$ cat src/rtl/latch_bank_loader.sv
// Drives a bank of level-sensitive D latches with a setup / enable-pulse / hold
// sequence, then reads the bank back and flags any mismatch.
module latch_bank_loader #(
  parameter int unsigned WIDTH     = 8,
  parameter int unsigned SETUP_CYC = 1,
  parameter int unsigned PULSE_CYC = 2,
  parameter int unsigned HOLD_CYC  = 1
) (
  input  logic             clk,
  input  logic             rst_n,
  input  logic             in_valid,
  input  logic [WIDTH-1:0] in_data,
  output logic             in_ready,
  output logic [WIDTH-1:0] D,
  output logic             enable,
  input  logic [WIDTH-1:0] q_in,
  output logic             busy,
  output logic             done,
  output logic             err,
  input  logic             clr_err
);

  typedef enum logic [1:0] {
    IDLE  = 2'd0,
    SETUP = 2'd1,
    PULSE = 2'd2,
    HOLD  = 2'd3
  } state_e;

  localparam logic [7:0] SETUP_LD = 8'(SETUP_CYC - 1);
  localparam logic [7:0] PULSE_LD = 8'(PULSE_CYC - 1);
  localparam logic [7:0] HOLD_LD  = 8'(HOLD_CYC - 1);

  state_e           state_q, state_d;
  logic [7:0]       cnt_q, cnt_d;
  logic [WIDTH-1:0] d_q, d_d;
  logic             en_q, en_d;
  logic             done_q, done_d;
  logic             err_q, err_d;
  logic             last;

  assign last     = (cnt_q == 8'd0);
  assign in_ready = (state_q == IDLE);
  assign busy     = (state_q != IDLE);
  assign D        = d_q;
  assign enable   = en_q;
  assign done     = done_q;
  assign err      = err_q;

  always_ff @(posedge clk or negedge rst_n) begin
    if (!rst_n) begin
      state_q <= IDLE;
      cnt_q   <= '0;
      d_q     <= '0;
      en_q    <= 1'b0;
      done_q  <= 1'b0;
      err_q   <= 1'b0;
    end else begin
      state_q <= state_d;
      cnt_q   <= cnt_d;
      d_q     <= d_d;
      en_q    <= en_d;
      done_q  <= done_d;
      err_q   <= err_d;
    end
  end

  // enable is registered, so it is decoded from the state being entered:
  // high exactly for the cycles spent in PULSE.
  always_comb begin
    state_d = state_q;
    cnt_d   = cnt_q;
    d_d     = d_q;
    en_d    = 1'b0;
    done_d  = 1'b0;
    err_d   = err_q;
    if (clr_err) begin
      err_d = 1'b0;
    end
    unique case (state_q)
      IDLE: begin
        if (in_valid) begin
          d_d     = in_data;
          state_d = SETUP;
          cnt_d   = SETUP_LD;
        end
      end
      SETUP: begin
        if (last) begin
          state_d = PULSE;
          cnt_d   = PULSE_LD;
          en_d    = 1'b1;
        end else begin
          cnt_d = cnt_q - 8'd1;
        end
      end
      PULSE: begin
        if (last) begin
          state_d = HOLD;
          cnt_d   = HOLD_LD;
        end else begin
          cnt_d = cnt_q - 8'd1;
          en_d  = 1'b1;
        end
      end
      HOLD: begin
        if (last) begin
          state_d = IDLE;
          done_d  = 1'b1;
          // A new mismatch overrides a simultaneous clr_err.
          if (q_in != d_q) begin
            err_d = 1'b1;
          end
        end else begin
          cnt_d = cnt_q - 8'd1;
        end
      end
      default: state_d = IDLE;
    endcase
  end

endmodule
$ cat config.mk
export PLATFORM = sky130hd
export DESIGN_NAME = latch_bank_loader
export DESIGN_NICKNAME = d
export VERILOG_FILES = /design/src/rtl/latch_bank_loader.sv
export SDC_FILE = /design/constraint.sdc
export NUM_CORES = 1
export LEC_CHECK = 0
export CORE_MARGIN = 5
export CORE_UTILIZATION = 46
export CTS_CLUSTER_DIAMETER = 80
export DETAILED_ROUTE_END_ITERATION = 6
export HOLD_SLACK_MARGIN = 0.12
export MAX_ROUTING_LAYER = met4
export PLACE_DENSITY_LB_ADDON = 0.3
export SYNTH_ARGS = -nofsm -noshare
export SYNTH_HDL_FRONTEND = slang
export SYNTH_SLANG_ARGS = --single-unit
$ cat constraint.sdc
create_clock -name clk -period 2.2 [get_ports clk]
set_input_delay 0.44 -clock clk [delete_from_list [all_inputs] [get_ports clk]]
set_output_delay 0.44 -clock clk [all_outputs]
set_load 0.05 [all_outputs]
# ---- After elaboration in Yosys (flattened, before gate mapping)
# Index checks and enable logic that the tools add are counted.
dict set report classes {
  n_eq_ne 9
  n_lt_le_gt_ge 0
  mux 18
  div_mod_pow 0
  n_addsub 1
  n_reduce_logical 6
  shift 0
  n_bitwise 0
  multipliers 0
}
# cell n
set ops {}
lappend ops {{8-bit two-way mux} 4}
lappend ops {{8-bit case mux with 4 select lines} 1}
lappend ops {{2-bit inequality test, second input constant} 5}
lappend ops {{8-bit logical NOT} 1}
lappend ops {{2-bit two-way mux} 4}
lappend ops {{8-bit inequality test} 1}
lappend ops {{2-bit case mux with 4 select lines} 1}
lappend ops {{8-bit by 1-bit subtractor with 8-bit output, second input constant} 1}
lappend ops {{1-bit two-way mux} 7}
lappend ops {{2-bit equality test, second input constant} 2}
lappend ops {{2-bit AND reduction} 2}
lappend ops {{4-bit AND reduction} 1}
lappend ops {{2-bit by 1-bit equality test with 1-bit output, second input constant} 1}
lappend ops {{2-bit logical NOT} 1}
lappend ops {{1-bit case mux with 2 select lines} 1}
lappend ops {{2-bit nonzero test} 1}
dict set report word_totals {
  mem_count 0
  ff_bits 21
  rom_bits 0
  word_cells 40
  latchBits 0
  inputBits 20
  ram_bits 0
}

# ---- Depth between registers and ports, before layout
dict set report logic_depth {
  depth_word 4
  ltp_mapped 6
  mapped_depth_nobuf 6
}

# ---- Worst setup path after synthesis
# Ideal clock, no wire load.
dict set report synth_timing {
  path_kind {flip-flop to flip-flop}
  start {register state_q[0]}
  end {register cnt_q[2]}
  path_slack_ns -0.087
  synth_period_minus_slack_ns 2.287
  arrival_time_ns 2.153
  setup_time_ns 0.134
  t_required_ns 2.066
  path_buffers 0
  path_stages_with_launch 7
  path_cell_list {dfrtp_1 > inv_1 > ha_1 > inv_1 > a31o_2 > a211oi_2 > nor2_1}
}
dict set report synth_between {
  elab_chain_len 3
}
# element line_no
set synth_lines {}
lappend synth_lines {{start: declaration} 34} ;# state_e state_q, state_d;
lappend synth_lines {{start signal: assignment} 59} ;# state_q <= state_d;
lappend synth_lines {{2-bit logical NOT (*)} -}
lappend synth_lines {{net in_ready} 13} ;# output logic in_ready,
lappend synth_lines {{2-bit inequality test (no line)} -}
lappend synth_lines {{2-bit AND reduction (no line)} -}
lappend synth_lines {{end signal: assignment} 60} ;# cnt_q <= cnt_d;
lappend synth_lines {{end: declaration} 35} ;# logic [7:0] cnt_q, cnt_d;
# The timed path passes the listed nets; every way through them passes the cells marked *.
# A chain may end at the register's enable or synchronous reset.

# ---- Worst setup path after layout
dict set report layout_timing {
  start {register cnt_q[0]}
  end {register cnt_q[7]}
}
dict set report layout_between {
  elab_chain_len 3
}
# element line_no
set layout_lines {}
lappend layout_lines {{8-bit by 1-bit subtractor with 8-bit output or 8-bit logical NOT (tied branches)} -}
lappend layout_lines {{8-bit two-way mux, or another cell as far along} 107} ;# if (last) begin
lappend layout_lines {{8-bit case mux with 4 select lines or 2-bit AND reduction (tied branches)} -}
# Several ways; a longest one is shown, not always the timed one. The select of a mux whose other input is x is not followed.

==> impl_summary.log <==
[metrics] pre-CTS setup slack: 0.1729 ns
[metrics] maximum vdd drop: 1.089 mV
[metrics] antenna violations before repair: 0
[metrics] first-iteration detailed-routing DRC count: 22
[metrics] final period demand of the worst path: 2.021 ns
[metrics] worst hold slack: 0.4503 ns
[metrics] run status: finished clean
[metrics] Synth cell types: 31
[metrics] Layout area overhead: 35.31%
[metrics] RSZ-0062 raised after global routing: false
[metrics] required time of the critical path: about 2.4 ns
[metrics] leakage power: between 0.6 and 0.7 nW
[metrics] hold violation count in the final report: 0
[metrics] Worst Clk Skew: about 0.0019 ns
[metrics] remaining antenna violation count after routing: 0
[metrics] Synth Flop Type: dfrtp_1
[metrics] largest delay contributor family on the critical path: simple AND/OR/NAND/NOR gates
[metrics] core area: 2432 µm²
[metrics] number of sinks driven by the clock tree: 21
[metrics] combinational family with the most area after synthesis: simple AND/OR/NAND/NOR gates
[metrics] critical path data arrival time: 2.27 ns
[metrics] critical path's largest stage delay: approximately 0.51 ns
[metrics] via count of the first global-routing pass: 933
[metrics] sum of net half-perimeters after detailed placement: between 1.5 and 2 mm
[metrics] cell area power density: 1657 nW/µm²
[metrics] Die X-Extent: around 60 µm
[metrics] post-cts resize count: 0
[metrics] simple-gate portion of the synthesized area: 14.58%
[metrics] post-detailed-route wirelength per cell: ~15 µm
[metrics] Syn Nets: 129
[metrics] largest net degree at the start of global routing: 22
[metrics] std cell rows: 18
[metrics] count of flip-flops with a built-in enable after synthesis: 0
[metrics] max-capacitance violation count: 0
[metrics] synthesized-area fraction occupied by ao, oa, aoi and oai cells: 13.60%
[metrics] multi-input logic area: 594.3 µm²
[metrics] cell area after synthesis: between 1000 and 1500 µm²
[metrics] fraction of synthesized cell area in xor and xnor cells: 7.675%
[metrics] synthesized area per cell: 11.08 µm²
[metrics] Fin Setup TNS: 0 ns
[metrics] Synth Area in Adders: 6.579%
[metrics] number of instances in the synthesized netlist: 103
[metrics] CP endpoint kind: register
[metrics] Placed Cells: 167
[metrics] startpoint types: register
[metrics] max-slew violations: 0
[metrics] total global routing track utilization: between 10% and 20%
[metrics] buffer depth of the longest clock path: 2
[metrics] total power draw: 2.558 mW
[metrics] final standard cell area without fillers: 1544 µm²
[metrics] global-route wire length before repair: about 4.2 mm
[metrics] share of synthesized area spent on multiplexers: 8.882%
[metrics] hold-fix buffers at CTS: 0
[metrics] max_slew headroom: 65.71%
[metrics] actual transition at the worst max-transition pin: slightly above 0.5 ns
[metrics] count of input and output buffers: 32
[metrics] via-per-instance ratio: 5.310
[metrics] HP Class: input pin to async pin
[metrics] crit-path cells: inv_1 > ha_1 > nor4bb_2 > a21o_2 > or4b_1 > a21oi_1
[metrics] final weighted congestion of routability-driven global placement: 0.8673
[metrics] maximum fanout along the worst path: 10
[metrics] Vias: 908
[metrics] Residual DRC: 0
[metrics] Period Utilization, post-route: about nine tenths
[metrics] Placement Cell Area: roughly 1500 µm²
[metrics] later-pin clock latency in the skew report: just over 0.3 ns
[metrics] final net count: 168
[metrics] antenna cells: 0
[metrics] crit path buf inv count: 1
[metrics] fraction of layout instances using a drive strength above 1: 19.15%
[metrics] Achievable Freq: a little under 0.5 GHz
[metrics] final count of negative-setup-slack endpoints: 0
[metrics] TritonCTS clock tree: yes
[metrics] Die Span Y: between 50 and 60 µm
[metrics] Inserted Clock Buffers: 3
[metrics] number of warning messages in the yosys log: 0
[metrics] CTS Root Buffer Type: clkbuf_4
[metrics] starting utilization of the core area: 46.91%
[metrics] critical path's slowest cell: or4b_1
[metrics] 1st-pass router iterations: 4
[metrics] smallest setup slack after layout: 0.1790 ns
[metrics] Routed Wire Length: 2.490 mm
[metrics] clk slew on worst S/H paths: about 0.11 ns
[metrics] FF+latch count, synth: 21
[metrics] Seq/Total Area, Yosys: 46.05%
[metrics] sequential cell area in the final layout: roughly 530 µm²
[metrics] number of fill cells in the layout: 206
[metrics] end-of-flow core utilization: 63.48%
[metrics] I/O pin cnt: 33
[metrics] kind of critical path: register to register
[metrics] CTS H-tree depth: 1
[metrics] total grt overflow: 0
[metrics] post-synthesis async set-or-reset flop share: 100.0%
[metrics] total setup buffers inserted after CTS: 0
[metrics] post-layout instance count excluding filler cells: ~170
[metrics] overall die area: 3577 µm²
==> report_power, final <==
| group | total (mW) | internal [mW] | switching [mW] |
|---|---|---|---|
| sequential | 0.716 | 0.560 | 0.157 |
| combinational | 1.65 | 0.702 | 0.951 |
| clock | 0.189 | 0.0709 | 0.118 |
| total | 2.56 | 1.33 | 1.23 |
==> cells in the mapped netlist (3+ instances only) <==
cell type / instances / area share, %
a211oi_1: 3 / 2.0
a21oi_1: 4 / 1.8
dfrtp_1: 21 / 46
ha_1: 6 / 6.6
inv_1: 8 / 2.6
mux2_2: 9 / 8.9
nand2_1: 6 / 2.0
nand4_1: 3 / 1.6
nor2_1: 6 / 2.0
o21ai_0: 5 / 2.2
or3_2: 3 / 2.0
xnor2_1: 10 / 7.7
==> placed cells by master (no fill, tap or decap), types with 3 or more instances in the layout <==
cell type | Yosys | final
ha_1 | 6 | 5
inv_1 | 8 | 8
or3_2 | 3 | 3
clkbuf_4 | 0 | 3
buf_4 | 0 | 4
dfrtp_1 | 21 | 21
nand2_1 | 6 | 6
mux2_2 | 9 | 9
o21ai_0 | 5 | 5
xnor2_1 | 10 | 10
clkdlybuf4s50_1 | 0 | 30
nor2_1 | 6 | 6
a21oi_1 | 4 | 4
nand4_1 | 3 | 3
a211oi_1 | 3 | 3
==> layout make-up <==
| class | instances | area share, % |
|---|---|---|
| clock buffer | 4 | 1.702 |
| sequential | 21 | 34.04 |
| multi-input combinational | 74 | 38.49 |
| timing repair buffer | 34 | 21.39 |
| inverter | 8 | 1.945 |
| tap | 30 | 2.431 |
==> kinds of logic (layout without fill, tap and decap cells) <==
logic type / Yosys count / in the layout
simple gates: 27 / 27
compound gates: 22 / 22
flops: 21 / 21
xor+xnor: 10 / 10
mux: 9 / 9
buf+inv: 8 / 46
fa+ha+maj: 6 / 6
==> registers in the layout (all words and copies together) (netlist names) <==
signal / count
D: 8
cnt_q: 8
done: 1
enable: 1
err: 1
state_q: 2
==> layer usage <==
metal / global-route usage (%) / vias to the layer above / share of wire, %
li1: - / 446 / -
met1: 20.97 / 433 / 43
met2: 25.15 / 21 / 48
met3: 2.808 / 8 / 5.9
met4: 6.646 / 0 / 2.7
met5: - / - / 0
==> path summary, 6_finish.rpt <==
kind                               start       end  slack, ns  depth (start not counted)
worst min-delay path               rst_n  cnt_q[4]       0.45                          2
worst min register to register  cnt_q[1]  cnt_q[1]       0.54                          1
min in group clk                cnt_q[1]  cnt_q[1]       0.54                          1
worst max-delay path            cnt_q[0]  cnt_q[7]       0.18                          6
worst max register to register  cnt_q[0]  cnt_q[7]       0.18                          6
max in group asynchronous          rst_n       err       1.53                          2
(Power assumes the default switching activity.)
